[src/rtl/dram_ctrl_pkg.sv]
// rtl/dram_ctrl_pkg.sv - shared state type and default geometry/timing for dram_ctrl
package dram_ctrl_pkg;

   typedef enum logic [2:0] {
      S_IDLE,
      S_ROW,
      S_RAS,
      S_COL,
      S_CAS,
      S_PRE
   } state_t;

   localparam int ROW_W_DEF  = 11;
   localparam int COL_W_DEF  = 11;
   localparam int DATA_W_DEF = 32;
   localparam int T_RCD_DEF  = 1;
   localparam int T_CL_DEF   = 2;
   localparam int T_RP_DEF   = 1;

   // Phase counter counts down to zero, so a T-cycle phase loads T-1.
   function automatic logic [3:0] cnt_load(input int t);
      return 4'(t - 1);
   endfunction

endpackage

[src/rtl/dram_ctrl.sv]
// rtl/dram_ctrl.sv - single-access request controller driving DRAM RASn/CASn/WEn/CSn strobes
module dram_ctrl
   import dram_ctrl_pkg::*;
#(
   parameter int ROW_W  = ROW_W_DEF,
   parameter int COL_W  = COL_W_DEF,
   parameter int DATA_W = DATA_W_DEF,
   parameter int T_RCD  = T_RCD_DEF,
   parameter int T_CL   = T_CL_DEF,
   parameter int T_RP   = T_RP_DEF
) (
   input  logic                   clk,
   input  logic                   rst_n,
   input  logic                   req_valid,
   output logic                   req_ready,
   input  logic                   req_write,
   input  logic [ROW_W+COL_W-1:0] req_addr,
   input  logic [DATA_W-1:0]      req_wdata,
   output logic                   resp_valid,
   output logic [DATA_W-1:0]      resp_rdata,
   output logic                   dram_csn,
   output logic                   dram_rasn,
   output logic                   dram_casn,
   output logic                   dram_wen,
   output logic [ROW_W-1:0]       dram_a,
   output logic [DATA_W-1:0]      dram_d,
   input  logic [DATA_W-1:0]      dram_q
);

   state_t             state;
   logic [3:0]         cnt;
   logic               write_q;
   logic [ROW_W-1:0]   row_q;
   logic [COL_W-1:0]   col_q;
   logic [DATA_W-1:0]  wdata_q;

   always_ff @(posedge clk) begin
      if (!rst_n) begin
         state      <= S_IDLE;
         cnt        <= '0;
         write_q    <= 1'b0;
         row_q      <= '0;
         col_q      <= '0;
         wdata_q    <= '0;
         req_ready  <= 1'b0;
         resp_valid <= 1'b0;
         resp_rdata <= '0;
         dram_csn   <= 1'b1;
         dram_rasn  <= 1'b1;
         dram_casn  <= 1'b1;
         dram_wen   <= 1'b1;
         dram_a     <= '0;
         dram_d     <= '0;
      end else begin
         resp_valid <= 1'b0;
         case (state)
            S_IDLE: begin
               req_ready <= 1'b1;
               if (req_valid && req_ready) begin
                  write_q   <= req_write;
                  row_q     <= req_addr[ROW_W+COL_W-1:COL_W];
                  col_q     <= req_addr[COL_W-1:0];
                  wdata_q   <= req_wdata;
                  req_ready <= 1'b0;
                  dram_csn  <= 1'b0;
                  dram_a    <= req_addr[ROW_W+COL_W-1:COL_W];
                  state     <= S_ROW;
               end
            end
            S_ROW: begin
               dram_rasn <= 1'b0;
               cnt       <= cnt_load(T_RCD);
               state     <= S_RAS;
            end
            S_RAS: begin
               if (cnt == 4'd0) begin
                  // Column and write data go out a full cycle ahead of CASn falling.
                  dram_a   <= ROW_W'(col_q);
                  dram_wen <= ~write_q;
                  dram_d   <= write_q ? wdata_q : '0;
                  state    <= S_COL;
               end else begin
                  cnt <= cnt - 4'd1;
               end
            end
            S_COL: begin
               dram_casn <= 1'b0;
               cnt       <= cnt_load(T_CL);
               state     <= S_CAS;
            end
            S_CAS: begin
               if (cnt == 4'd0) begin
                  if (!write_q) begin
                     resp_rdata <= dram_q;
                  end
                  dram_csn   <= 1'b1;
                  dram_rasn  <= 1'b1;
                  dram_casn  <= 1'b1;
                  dram_wen   <= 1'b1;
                  dram_a     <= '0;
                  dram_d     <= '0;
                  resp_valid <= 1'b1;
                  cnt        <= cnt_load(T_RP);
                  state      <= S_PRE;
               end else begin
                  cnt <= cnt - 4'd1;
               end
            end
            S_PRE: begin
               if (cnt == 4'd0) begin
                  req_ready <= 1'b1;
                  state     <= S_IDLE;
               end else begin
                  cnt <= cnt - 4'd1;
               end
            end
            default: state <= S_IDLE;
         endcase
      end
   end

endmodule

[config.mk]
export PLATFORM = sky130hd
export DESIGN_NAME = dram_ctrl
export DESIGN_NICKNAME = d
export VERILOG_FILES = /design/src/rtl/dram_ctrl_pkg.sv /design/src/rtl/dram_ctrl.sv
export SDC_FILE = /design/constraint.sdc
export NUM_CORES = 1
export LEC_CHECK = 0
export CAP_MARGIN = 20
export CORE_MARGIN = 2
export CORE_UTILIZATION = 35
export DETAILED_ROUTE_END_ITERATION = 8
export GPL_TIMING_DRIVEN = 0
export PLACE_DENSITY = 0.72
export RECOVER_POWER = 25
export SYNTH_ARGS = -nofsm -noshare
export SYNTH_HDL_FRONTEND = slang
export SYNTH_SLANG_ARGS = --single-unit
export TNS_END_PERCENT = 1
[constraint.sdc]
create_clock -name clk -period 2.65 [get_ports clk]
set_input_delay 0.265 -clock clk [delete_from_list [all_inputs] [get_ports clk]]
set_output_delay 0.265 -clock clk [all_outputs]
set_load 0.005 [all_outputs]
# After elaboration in Yosys (flattened, before gate mapping)
# Index checks and enable logic that the tools add are counted.
# classes
muxes	26
n_bitwise	1
n_addsub	1
n_eq_ne	10
reduce_logical	22
# op_table
operator	n
32-bit two-way mux	3
32-bit case mux with 2 select lines	1
11-bit two-way mux	3
11-bit case mux with 3 select lines	1
3-bit case mux with 6 select lines	1
4-bit case mux with 4 select lines	1
3-bit two-way mux	4
2-bit AND reduction	6
2-bit != test, second input constant	5
1-bit case mux with 2 select lines	5
2-bit nonzero test	5
3-bit AND reduction	3
4-bit two-way mux	2
4-bit AND reduction	2
3-bit by 2-bit == test with 1-bit output, second input constant	2
3-bit == test, second input constant	2
1-bit two-way mux	5
4-bit zero test	1
4-bit nonzero test	1
4-bit by 1-bit subtractor with 4-bit output, second input constant	1
3-bit by 1-bit == test with 1-bit output, second input constant	1
3-bit zero test	1
3-bit nonzero test	1
2-bit OR reduction	1
2 further kinds	2
# totals
in_bits	90
out_inout_bits	81
word_cells	74
reg_bits	132

# Depth between registers and ports, before layout
# logic_depth
ltp_word	4
depth_mapped	8
ltp_nobuf	6

# Least setup slack after synthesis
# OpenSTA, ideal clock, no wires.
# synth_timing
kind	register to register
start	reg cnt[0]
end	reg dram_d[0]
path_stages_with_launch	8
synth_period_minus_slack_ns	1.927
slack_ns	0.723
arrival_ns	1.799
n_path_buf	1
required_ns	2.522
setup_ns	0.128
path_cell_list	dfxtp_1 > inv_1 > ha_1 > nor3b_1 > nand3_1 > clkbuf_1 > a22oi_1 > nor2_1
# synth_between
elab_chain_cells	3
word_cells_on_any_way	4
cone_classes	eq/ne: 2; reduce/logical: 2
# synth_lines
element	line	source
from (decl)	dram_ctrl.sv:31	logic [3:0] cnt;
from (signal assigned)	dram_ctrl.sv:72	cnt <= cnt_load(T_RCD);
from (signal assigned)	dram_ctrl.sv:83	cnt <= cnt - 4'd1;
from (signal assigned)	dram_ctrl.sv:88	cnt <= cnt_load(T_CL);
4-bit zero test *	dram_ctrl.sv:76, dram_ctrl.sv:92	
2-bit != test (no line)	--	
3-bit AND reduction (no line) *	--	
to (signal assigned)	dram_ctrl.sv:80	dram_d <= write_q ? wdata_q : '0;
to (decl)	dram_ctrl.sv:26	output logic [DATA_W-1:0] dram_d,
# Mark *: on every way between the ends. The rest lies on a longest branch, timed or not.
# A chain may end at the register's enable or synchronous reset.

# Worst setup path after layout
# layout_timing
start	reg state[1]
end	reg wdata_q[18]
# layout_between
elab_chain_cells	2
# layout_lines
element	line	source
from (decl)	dram_ctrl.sv:30	state_t state;
from (signal assigned)	dram_ctrl.sv:39	state <= S_IDLE;
from (signal assigned)	dram_ctrl.sv:67	state <= S_ROW;
from (signal assigned)	dram_ctrl.sv:73	state <= S_RAS;
3-bit zero test	dram_ctrl.sv:56	case (state)
2-bit AND reduction (no line)	--	
to (signal assigned)	dram_ctrl.sv:63	wdata_q <= req_wdata;
to (decl)	dram_ctrl.sv:35	logic [DATA_W-1:0] wdata_q;
# Every way passes these cells.

==> flow_summary.yaml <==
detailed_routing:
  wl_per_cell_um: 14.9
  drcViolationCount: 0
  viasPerCell: 4.85
  drt_wl_total_mm: 14.5
  first_pass_iters: 4
  antenna_left: 0
  drtIter0Drc: 244
  vias: 4727
cells_and_area:
  antennaDiodeCount: 0
  fin_util_pct: 54.3
  final_common_cell: "nand2_1"
  seqCellArea_um2: 2640
  final_cell_mix: "nand2_1 (171), dfxtp_1 (132), clkdlybuf4s50_1 (117)"
  drive_gt1_share_pct: 7.18
  fillers: 1270
  final_nets: 873
  multiInputGateArea_um2: 2130
  syn_to_final_growth_pct: 51.5
grt:
  grt_max_degree: 17
  grt_pass1_wl_mm: 22.6
  grt_overflow: 0
  antenna_found_initial: 0
  first_global_vias: 4422
  grtUsageTotal_pct: 19.5
clock_tree:
  clock_path_buffers: 2
  htree_num_levels: 4
  cts_tree: "built"
  cts_buffers: 17
  clk_pin_slew_ns: 0.06
  root_buffer: "clkbuf_16"
  cts_sinks: 132
  clk_latency_ns: 0.42
setup_path:
  r2r_cells: 6
  cp_data_required_time_ns: 3.00
  regToRegStartpoint: "state[1]"
  arrival_ns: 2.62
  r2r_slack_ns: 0.38
  timing.rr.end: "wdata_q[18]"
  crit_fanout: 10
  crit_path_end_kind: "flip-flop"
  critPathKind: "flip-flop to flip-flop"
  cp-start-kind: "flip-flop"
logic_synthesis:
  synth_seq_cells: 132
  synthesis.area_um2: 5000
  ys_types: 44
  ys_warn_count: 0
  synthCells: 592
  syn_area_per_cell_um2: 8.44
  synth_edf_count: 0
  synthFlopType: "dfxtp_1"
  seq_area_frac_synth_pct: 52.9
  synth_nets: 684
  async_flop_share_pct: 0
timing:
  fin_setup_tns_ns: 0
  hold_viol_final: 0
  fin_crit_sh_pct: 85.6
  finalClockSkew_ns: 0.0105
  rsz0062_at_grt: "false"
  slew_viol_final: 0
  fin_crit_ns: 2.27
  fmax_ghz: 0.441
  setup_violations: 0
  tightest_slew_ns: 0.803
  maxSlewHeadroom_pct: 46.5
die:
  die_y_um: 123
  pin_count: 171
  rows: 43
  die_w_um: 123
  core_area_um2: 13900
  floorplan.initialDensity_pct: 35.9
  dieArea_um2: 15200
worst_hold_path:
  min_to: "col_q[8]"
  worstHoldStart: "req_addr[8]"
  hold_depth: 3
  hold_path.class: "primary input to flip-flop"
outcome:
  status: "finished, final reports clean"
power_and_ir_drop:
  cellPowerDensity_nw_per_um2: 721
  static-leakage-power_nw: 2.81
  irDropWorstVdd_mv: 0.529
placement:
  dp_hpwl_mm: 10.3
  port_buffers: 170
  gp_congestion: 0.818
flow_run:
  drv_cap: 0
==> per-stage QoR <==
step	setup WS [ns]	instances	total power, mW	area (um^2)	hold slack [ns]
floorplan	0.723	592	2.61	5000	0.337
global placement	0.142	942	2.96	6920	0.441
detailed placement	0.0885	942	2.97	6920	0.446
CTS	0.0722	974	5.52	7560	0.371
global route	0.116	974	5.67	7570	0.387
finish	0.381	974	5.46	7570	0.384
==> worst max-delay path by stage <==
stage / startpoint / end / slack [ns] / cells past startpoint
final: state[1] / wdata_q[18] / 0.38 / 6
after global routing: state[1] / wdata_q[30] / 0.12 / 6
after CTS: cnt[0] / dram_d[29] / 0.07 / 7
after detailed placement: cnt[0] / dram_d[12] / 0.09 / 7
after global placement: cnt[0] / dram_d[31] / 0.14 / 7
after floorplan: cnt[0] / dram_d[0] / 0.72 / 7
==> state kept, by name (all words and copies together), names as in the netlist, 3 cells and up <==
signal      flops
state           3
dram_d         32
dram_a         11
col_q          11
cnt             4
resp_rdata     32
wdata_q        32
==> final cells by class <==
class	count	area share (%)
repair buffers	170	22.5
plain buffers	47	2.70
flip-flops and latches	132	34.9
inverters	7	0.347
clock buffers	19	5.72
clock inverters	13	2.73
multi-input cells	406	28.1
well taps	180	2.98
==> Yosys cell counts (2+ instances only) <==
master | instances | area share, %
a32oi_1 | 11 | 1.9
nor3_1 | 4 | 0.40
nor2b_1 | 4 | 0.50
ha_1 | 2 | 0.50
buf_4 | 3 | 0.45
a21oi_1 | 83 | 8.3
clkbuf_1 | 36 | 2.7
nor2_1 | 49 | 3.7
inv_1 | 7 | 0.53
nand3_1 | 4 | 0.40
dfxtp_1 | 132 | 53
nand2_1 | 171 | 13
a311oi_1 | 2 | 0.35
a311oi_2 | 9 | 2.7
buf_2 | 7 | 0.70
a31oi_1 | 2 | 0.25
a22oi_1 | 32 | 4.8
nor3b_1 | 3 | 0.45
a211oi_1 | 3 | 0.45
a311o_1 | 2 | 0.40
o21ai_0 | 3 | 0.30
==> power breakdown <==
group / internal [mW] / total, mW / leakage, nW / switching [mW]
Sequential: 2.10 / 2.16 / 1.07 / 0.0611
Clock: 1.67 / 2.55 / 0.296 / 0.882
Combinational: 0.360 / 0.752 / 1.44 / 0.392
Total: 4.12 / 5.46 / 2.81 / 1.33
==> worst max-delay path: stages (launching register included) <==
cell	delay, ns
dfxtp_1	0.29
clkbuf_1	0.20
or3_1	0.42
nor2_1	0.59
clkbuf_1	0.41
nand2_1	0.14
a21oi_1	0.14
==> what timing repair did <==
item | 4_1_cts | 5_1_grt
buffers inserted | 0 | 0
endpoints found under the setup margin | 0 | 60
hold buffers | 0 | 0
hold endpoints to repair | 0 | 0
resized for setup | 0 | 1
==> logic make-up (layout without fill, tap and decap cells) <==
family | Yosys count | after routing | synth area share (%)
AO/OA/AOI/OAI | 154 | 154 | 21.0
XOR/XNOR | 2 | 2 | 0.351
adder cells (fa/ha/maj) | 2 | 2 | 0.501
buffers and inverters | 54 | 256 | 4.61
flip-flops | 132 | 132 | 52.9
AND/OR/NAND/NOR | 248 | 248 | 20.6
==> routing by layer <==
| metal | track usage [%] | routed length [um] | share of wire (%) |
|---|---|---|---|
| met5 | 0 | 0 | 0 |
| met4 | 7.74 | 308 | 2.1 |
| met3 | 6.18 | 903 | 6.2 |
| met2 | 30.8 | 6870 | 47 |
| met1 | 24.7 | 6450 | 44 |
No activity file was read; power rests on OpenSTA's default activity.
